$ cat src/rtl/seq_gen_pkg.sv
// Shared types and default parameters for the serial pattern generator.
// Build option: SEQ_GEN_PARITY_EN adds a parity bit after every pattern copy.
package seq_gen_pkg;

    localparam int PAT_W_DEF   = 4;
    localparam int CNT_W_DEF   = 4;
    localparam int GAP_CYC_DEF = 2;

    typedef enum logic [1:0] {
        IDLE   = 2'd0,
        SHIFT  = 2'd1,
        GAP    = 2'd2
`ifdef SEQ_GEN_PARITY_EN
        ,
        PARITY = 2'd3
`endif
    } state_t;

endpackage

$ cat src/rtl/seq_gen_shreg.sv
// Loadable MSB-first shift register plus bit counter.
// It holds the bits still to be sent after the one currently on the wire,
// left aligned, so next_bit_o is always the bit that follows the current one.
module seq_gen_shreg
    import seq_gen_pkg::*;
#(
    parameter int PAT_W = PAT_W_DEF
) (
    input  logic             clk,
    input  logic             rst,
    input  logic             load_i,
    input  logic [PAT_W-2:0] load_val_i,
    input  logic             shift_i,
    output logic             next_bit_o,
    output logic             last_o
);

    localparam int BC_W = $clog2(PAT_W);

    logic [PAT_W-2:0] sh_q, sh_d;
    logic [BC_W-1:0]  bc_q, bc_d;

    // Load restarts the bit count; a shift advances to the following bit.
    always_comb begin
        sh_d = sh_q;
        bc_d = bc_q;
        if (load_i) begin
            sh_d = load_val_i;
            bc_d = '0;
        end else if (shift_i) begin
            sh_d = sh_q << 1;
            bc_d = bc_q + BC_W'(1);
        end
    end

    // Shift register and bit counter storage.
    always_ff @(posedge clk or posedge rst) begin
        if (rst) begin
            sh_q <= '0;
            bc_q <= '0;
        end else begin
            sh_q <= sh_d;
            bc_q <= bc_d;
        end
    end

    assign next_bit_o = sh_q[PAT_W-2];
    assign last_o     = (bc_q == BC_W'(PAT_W - 1));

endmodule

$ cat src/rtl/seq_generator.sv
// Serial pattern generator: sends a latched pattern MSB first, repeated
// rep_cnt+1 times with idle gaps between copies, then pulses done.
// Build option: SEQ_GEN_PARITY_EN appends an even-parity bit to each copy.
module seq_generator
    import seq_gen_pkg::*;
#(
    parameter int PAT_W   = PAT_W_DEF,
    parameter int CNT_W   = CNT_W_DEF,
    parameter int GAP_CYC = GAP_CYC_DEF
) (
    input  logic             clk,
    input  logic             rst,
    input  logic             pat_valid,
    output logic             pat_ready,
    input  logic [PAT_W-1:0] pat_data,
    input  logic [CNT_W-1:0] rep_cnt,
    input  logic             abort,
    output logic             out,
    output logic             out_valid,
    output logic             busy,
    output logic             done
);

    localparam int GAP_W = (GAP_CYC > 1) ? $clog2(GAP_CYC) : 1;

    state_t           state_q, state_d;
    logic [PAT_W-1:0] pat_q, pat_d;
    logic [CNT_W-1:0] rep_q, rep_d;
    logic [GAP_W-1:0] gap_q, gap_d;
    logic             out_q, out_d;
    logic             out_valid_q, out_valid_d;
    logic             busy_q, busy_d;
    logic             done_q, done_d;
    logic             pat_ready_q, pat_ready_d;

    logic             sh_load, sh_shift, sh_next, sh_last;
    logic [PAT_W-2:0] sh_val;
    logic             pat_end, reload;

    seq_gen_shreg #(
        .PAT_W(PAT_W)
    ) u_shreg (
        .clk       (clk),
        .rst       (rst),
        .load_i    (sh_load),
        .load_val_i(sh_val),
        .shift_i   (sh_shift),
        .next_bit_o(sh_next),
        .last_o    (sh_last)
    );

    // Next state and next values of every registered output; abort overrides last.
    always_comb begin
        state_d     = state_q;
        pat_d       = pat_q;
        rep_d       = rep_q;
        gap_d       = gap_q;
        sh_load     = 1'b0;
        sh_val      = pat_q[PAT_W-2:0];
        sh_shift    = 1'b0;
        out_d       = 1'b0;
        out_valid_d = 1'b0;
        done_d      = 1'b0;
        pat_end     = 1'b0;
        reload      = 1'b0;

        unique case (state_q)
            IDLE: begin
                if (pat_valid) begin
                    pat_d       = pat_data;
                    rep_d       = rep_cnt;
                    sh_load     = 1'b1;
                    sh_val      = pat_data[PAT_W-2:0];
                    state_d     = SHIFT;
                    out_d       = pat_data[PAT_W-1];
                    out_valid_d = 1'b1;
                end
            end
            SHIFT: begin
                if (!sh_last) begin
                    sh_shift    = 1'b1;
                    out_d       = sh_next;
                    out_valid_d = 1'b1;
                end else begin
`ifdef SEQ_GEN_PARITY_EN
                    state_d     = PARITY;
                    out_d       = ^pat_q;
                    out_valid_d = 1'b1;
`else
                    pat_end     = 1'b1;
`endif
                end
            end
`ifdef SEQ_GEN_PARITY_EN
            PARITY: begin
                pat_end = 1'b1;
            end
`endif
            GAP: begin
                if (gap_q == GAP_W'(GAP_CYC - 1)) begin
                    reload = 1'b1;
                end else begin
                    gap_d = gap_q + GAP_W'(1);
                end
            end
            default: begin
                state_d = IDLE;
            end
        endcase

        if (pat_end) begin
            if (rep_q != '0) begin
                rep_d = rep_q - CNT_W'(1);
                if (GAP_CYC == 0) begin
                    reload = 1'b1;
                end else begin
                    state_d = GAP;
                    gap_d   = '0;
                end
            end else begin
                state_d = IDLE;
                done_d  = 1'b1;
            end
        end

        if (reload) begin
            sh_load     = 1'b1;
            sh_val      = pat_q[PAT_W-2:0];
            state_d     = SHIFT;
            out_d       = pat_q[PAT_W-1];
            out_valid_d = 1'b1;
        end

        if (abort && (state_q != IDLE)) begin
            state_d     = IDLE;
            sh_load     = 1'b0;
            sh_shift    = 1'b0;
            out_d       = 1'b0;
            out_valid_d = 1'b0;
            done_d      = 1'b0;
        end

        pat_ready_d = (state_d == IDLE);
        busy_d      = (state_d != IDLE);
    end

    // State, latched request and registered outputs.
    always_ff @(posedge clk or posedge rst) begin
        if (rst) begin
            state_q     <= IDLE;
            pat_q       <= '0;
            rep_q       <= '0;
            gap_q       <= '0;
            out_q       <= 1'b0;
            out_valid_q <= 1'b0;
            busy_q      <= 1'b0;
            done_q      <= 1'b0;
            pat_ready_q <= 1'b1;
        end else begin
            state_q     <= state_d;
            pat_q       <= pat_d;
            rep_q       <= rep_d;
            gap_q       <= gap_d;
            out_q       <= out_d;
            out_valid_q <= out_valid_d;
            busy_q      <= busy_d;
            done_q      <= done_d;
            pat_ready_q <= pat_ready_d;
        end
    end

    assign out       = out_q;
    assign out_valid = out_valid_q;
    assign busy      = busy_q;
    assign done      = done_q;
    assign pat_ready = pat_ready_q;

endmodule

$ cat config.mk
export PLATFORM = sky130hd
export DESIGN_NAME = seq_generator
export DESIGN_NICKNAME = d
export VERILOG_FILES = /design/src/rtl/seq_gen_pkg.sv /design/src/rtl/seq_gen_shreg.sv /design/src/rtl/seq_generator.sv
export SDC_FILE = /design/constraint.sdc
export NUM_CORES = 1
export LEC_CHECK = 0
export BUFFER_PORTS_ARGS = -buffer_cell sky130_fd_sc_hd__buf_2
export CORE_MARGIN = 4
export CORE_UTILIZATION = 25
export DETAILED_ROUTE_END_ITERATION = 7
export GPL_TIMING_DRIVEN = 0
export SYNTH_ARGS = -nofsm -noshare
export SYNTH_HDL_FRONTEND = slang
export SYNTH_HIERARCHICAL = 1
export SYNTH_SLANG_ARGS = --single-unit
$ cat constraint.sdc
create_clock -name clk -period 1.75 [get_ports clk]
set_clock_uncertainty 0.15 [all_clocks]
set_input_delay 0.175 -clock clk [delete_from_list [all_inputs] [get_ports clk]]
set_output_delay 0.175 -clock clk [all_outputs]
set_load 0.005 [all_outputs]
**Word-level counts from Yosys, hierarchy flattened**

Index checks and enable logic that the tools add are counted.

- $add $sub $neg: 3
- Equal/unequal tests: 3
- Muxes and demuxes: 43
- Reductions and logical operators: 9

Operator list:

| cell | count |
|---|---|
| 1-bit 2-to-1 mux | 24 |
| 4-bit 2-to-1 mux | 4 |
| 3-bit 2-to-1 mux | 5 |
| 2-bit 2-to-1 mux | 7 |
| 2-bit nonzero test | 3 |
| 2-bit equality test (second input constant) | 2 |
| 2-bit zero test | 2 |
| 1-bit case mux with 2 select lines | 2 |
| 2-bit case mux with 2 select lines | 1 |
| 4-bit nonzero test | 1 |
| 4-bit by 1-bit subtractor with 4-bit output (second input constant) | 1 |
| 2-bit by 1-bit adder with 2-bit output (second input constant) | 1 |
| 2-bit by 1-bit equality test with 1-bit output (second input constant) | 1 |
| 2-bit AND reduction | 1 |
| 2-bit OR reduction | 1 |
| 1-bit adder (second input constant) | 1 |
| 1-bit logical AND | 1 |

- Register bits after elaboration: 21
- Output and inout port bits: 5
- Word-level logic and storage cells: 69

**Logic depth before layout (Yosys ltp)**

- Word-level depth: 7
- Mapped depth: 7
- Mapped depth without buffers: 5

**Hierarchy**

Netlist, hierarchy kept.

Modules (own cells, without submodules):

| module | times used | cells each | area each (µm²) | seq. area each (µm²) |
|---|---|---|---|---|
| seq_generator | 1 | 79 | 814.5 | 401.6 |
| seq_gen_shreg | 1 | 21 | 235.2 | 125.1 |

**Least setup slack after synthesis**

No wires, ideal clock.

- Path kind: flip-flop to flip-flop
- Start: reg u_shreg.bc_q[0]
- End: reg u_shreg.sh_q[1]
- Library setup time: 141 ps
- Arrival time: 1467 ps
- Setup slack: -7 ps
- Stages on the path, launching flop included: 6
- Buffers on the path: 1
- Cells stage by stage: dfrtp_1 -> ha_1 -> nor4b_1 -> buf_6 -> mux2i_1 -> o21ai_1

- Cells in the longest elaborated chain, start to end: 5

RTL lines:

| item | RTL line | source |
|---|---|---|
| start: declaration | seq_gen_shreg.sv:21 | `logic [BC_W-1:0] bc_q, bc_d;` |
| start signal: assignment | seq_gen_shreg.sv:40 | `bc_q <= '0;` |
| start signal: assignment | seq_gen_shreg.sv:43 | `bc_q <= bc_d;` |
| 2-bit equality test | seq_gen_shreg.sv:48 | `assign last_o = (bc_q == BC_W'(PAT_W - 1));` |
| net sh_last | seq_generator.sv:36 | `logic sh_load, sh_shift, sh_next, sh_last;` |
| 1-bit 2-to-1 mux | seq_generator.sv:80 | `if (!sh_last) begin` |
| 1-bit 2-to-1 mux | seq_generator.sv:67 | `unique case (state_q)` |
| 1-bit 2-to-1 mux | seq_generator.sv:134 | `if (abort && (state_q != IDLE)) begin` |
| net sh_shift | seq_generator.sv:36 |  |
| 2-bit nonzero test (no line) | n/a |  |
| end signal: assignment | seq_gen_shreg.sv:39 | `sh_q <= '0;` |
| end signal: assignment | seq_gen_shreg.sv:42 | `sh_q <= sh_d;` |
| end: declaration | seq_gen_shreg.sv:20 | `logic [PAT_W-2:0] sh_q, sh_d;` |

The timed path passes the listed nets, and every way through them passes these cells.
A chain may end at the register's enable or synchronous reset.

**Final worst setup path**

- Start: reg rep_q[0]
- End: reg rep_q[3]

- Cells in the longest elaborated chain, start to end: 3

RTL lines:

| item | RTL line | source |
|---|---|---|
| start: declaration | seq_generator.sv:28 | `logic [CNT_W-1:0] rep_q, rep_d;` |
| start signal: assignment | seq_generator.sv:162 | `rep_q <= rep_d;` |
| 4-bit by 1-bit subtractor with 4-bit output or 4-bit nonzero test (tied branches) | seq_generator.sv:113, seq_generator.sv:112 |  |
| 4-bit 2-to-1 mux * | seq_generator.sv:112 | `if (rep_q != '0) begin` |
| 4-bit 2-to-1 mux * | seq_generator.sv:111 | `if (pat_end) begin` |
| net rep_d[3] | seq_generator.sv:28 |  |

Mark *: on every way through the listed nets, which the timed path passes. The rest lies on a longest branch.

==> impl_metrics.toml <==
[status]
run_status = "completed"

[synth]
synth_seq_area_share_pct = 50.18
ys_ff_latch = 21
synthCells = 100
yosysWarnings = 6
syn_area_um2 = 1050
syn-num-nets = 114
avgSynthCellArea_um2 = 10.50
ys_types = 35

[sta]
max_freq_mhz = 596.3
fin_ws_ns = 0.07313
layout_worst_path_cycle_share_pct = 95.82
fin_crit_ns = 1.677
setup_violations = 0
timing.hold.ws_ns = 0.04846
tightest_slew_ns = 0.6007
slew_violations = 0
slew_headroom_pct = 59.41
hold_viol_final = 0

[run]
maxCapViolCount = 0

[finish]
num-nets-final = 141
drive_above_1_share_pct = 30.16
final_util_pct = 33.91
insertedDiodeCount = 0
syn_to_final_growth_pct = 30.15
design_area_um2 = 1366

[setup_path]
worstPathArrival_ns = 1.68
critPathMaxFanout = 5
required_ns = 1.75
crit_start = "rep_q[0]"
startpoint_type = "flip-flop"
r2r-end = "rep_q[3]"
endpoint_kind = "flip-flop"
rr_worst_depth = 5
slowest_delay_ns = 0.50
r2r_slack_ns = 0.07
critical_path_class = "flip-flop to flip-flop"
cp_slowest_cell = "or4_1"
endpoint = "rep_q[3]"
crit_chain = "inv_2 -> ha_4 -> nor3b_4 -> or4_1 -> o311a_1"
rr_startpoint = "rep_q[0]"

[global_route]
overflow = 0
grt_pass1_vias = 804
antenna_found_initial = 0
grt_usage_pct = 8.681
grt_max_degree = 17
grt_pass1_wl_um = 3601

[cts]
insertion_delay_ns = 0.26
clkSlewWorstSetupHoldPaths_ns = 0.07
cts_tree = "built"
numCtsBuffers = 3
clock_sinks = 21
clockBufferDepth = 2
htree_levels = 1
clock-root-buffer = "clkbuf_8"

[floorplanning]
rows = 23
fp.dieH_um = 72.80
dieArea_um2 = 5300
ioPinCount = 17
die_w_um = 72.80
core_area_um2 = 4029
start_util_pct = 26.06

[power_and_ir_drop]
p_leak_nw = 0.6428
p_total_mw = 1.773
p_per_area_nw_per_um2 = 1297
max-vdd-ir-drop_uv = 325.3

[placement]
io_buffers = 16
placed_cell_area_um2 = 1199
finalWeightedCongestion = 0.7971
post-place-ws_ns = -0.04801
dp_hpwl_um = 1531

[detailed_routing]
drc = 0
drt_iter0_drc = 40
vias = 790
routedWlPerCell_um = 12.05
ant_nets = 0
wl_um = 2120
firstDrtPassIters = 4
via_per_inst = 4.489

[min_path]
hp-class = "input port to flip-flop"
how the worst min path moves through the flow:
stage | startpoint | endpoint | cells after the start
floorplan | rst | u_shreg/bc_q[0] | 1
global placement | rst | u_shreg/bc_q[1] | 2
detailed placement | rst | u_shreg/bc_q[0] | 2
CTS | rep_cnt[1] | rep_q[1] | 3
global route | rep_cnt[2] | rep_q[2] | 3
finish | rep_cnt[1] | rep_q[1] | 3
worst max-delay path, delay by kind of cell (launching register included):
kind                       cells  cell delay [ns]
DFF                            1             0.40
and+or+nand+nor                2             0.66
AOI/OAI and AO/OA              1             0.13
adders and majority gates      1             0.16
buffers and inverters          1             0.06
sequential cells by signal, summed over array words and instances, names as in the netlist:
register	count
pat_q	4
rep_q	4
u_shreg/sh_q	3
state_q	2
u_shreg/bc_q	2
busy	1
done	1
gap_q	1
out	1
out_valid	1
pat_ready	1
cell type report:
| class | instances | area, um2 |
|---|---|---|
| buffer | 3 | 30.03 |
| timing repair buffer | 23 | 147.6 |
| fill | 427 | 2663 |
| inverter | 6 | 22.52 |
| tap | 50 | 62.56 |
| clock buffer | 4 | 45.04 |
| sequential | 21 | 526.8 |
| multi-input combinational | 69 | 531.8 |
power by group:
group	total (mW)	internal (mW)	switching (mW)
registers	0.813	0.671	0.142
logic	0.646	0.337	0.308
clock network	0.314	0.162	0.152
total	1.77	1.17	0.602
layout by cell type (no fill, tap or decap), types with 2 or more instances in the layout:
cell           count
dlygate4sd3_1      6
ha_4               2
o21ai_1            2
or2_2              2
buf_2             16
inv_1              5
nor3_1             2
clkbuf_8           3
nand2b_1           3
dfrtp_1           20
a21oi_1            3
mux2i_1            5
o22ai_1            2
nand2_1           22
buf_6              2
buf_4              2
nor2_1             3
nor3b_4            2
cell usage after synthesis, drive strengths merged:
cell | count | share of area (%)
o32ai | 1 | 1.5
nor3b | 2 | 2.4
nor3 | 2 | 0.95
or2 | 2 | 1.2
inv | 6 | 2.1
xnor2 | 1 | 0.83
o311a | 1 | 0.95
o22ai | 2 | 1.2
o211ai | 1 | 0.72
or3 | 1 | 0.60
and4b | 1 | 0.95
nor4bb | 1 | 0.95
nor2 | 3 | 1.1
mux2i | 5 | 4.8
dfstp | 1 | 2.5
buf | 3 | 2.9
nand2 | 22 | 7.9
or2b | 1 | 0.72
nand3 | 1 | 0.48
nand2b | 3 | 1.8
dfrtp | 20 | 48
clkbuf | 1 | 0.36
o311ai | 1 | 0.83
o21ai | 3 | 1.8
a2bb2oi | 1 | 0.83
or4bb | 1 | 1.1
or4 | 1 | 0.72
a21oi | 4 | 1.9
or3b | 2 | 1.7
nor4b | 2 | 1.7
ha | 2 | 2.4
nand3b | 2 | 2.6
timing repair:
action | CTS | global route
pin swaps | 0 | 3
resized for setup | 3 | 8
hold buffers | 6 | 0
setup endpoints to repair | 4 | 8
setup buffers | 0 | 1
hold endpoints to repair | 26 | 0
stage by stage:
| stage | instances | TNS (ns) |
|---|---|---|
| after floorplan | 100 | 0 |
| after global placement | 166 | -0.03924 |
| after detailed placement | 166 | -0.1169 |
| after CTS | 176 | 0 |
| after global routing | 176 | -0.001811 |
| final | 176 | 0 |
routing by layer:
| layer | up-vias | GRT usage, % | routed length [um] |
|---|---|---|---|
| met5 | - | 0 | 0 |
| met4 | 0 | 5.533 | 38 |
| met3 | 3 | 1.928 | 84 |
| met2 | 16 | 12.93 | 978 |
| met1 | 372 | 11.30 | 1018 |
| li1 | 399 | - | - |
kinds of logic (layout without fill, tap and decap cells):
group / after synthesis / after routing / share of synthesized area [%]
and+or+nand+nor: 47 / 47 / 26.70
DFF: 21 / 21 / 50.18
AOI/OAI and AO/OA: 14 / 14 / 9.775
buffers and inverters: 10 / 36 / 5.363
muxes: 5 / 5 / 4.768
xor gates and xnor gates: 1 / 1 / 0.8345
adders and majority gates: 2 / 2 / 2.383
No activity file was read; power rests on OpenSTA's default activity.
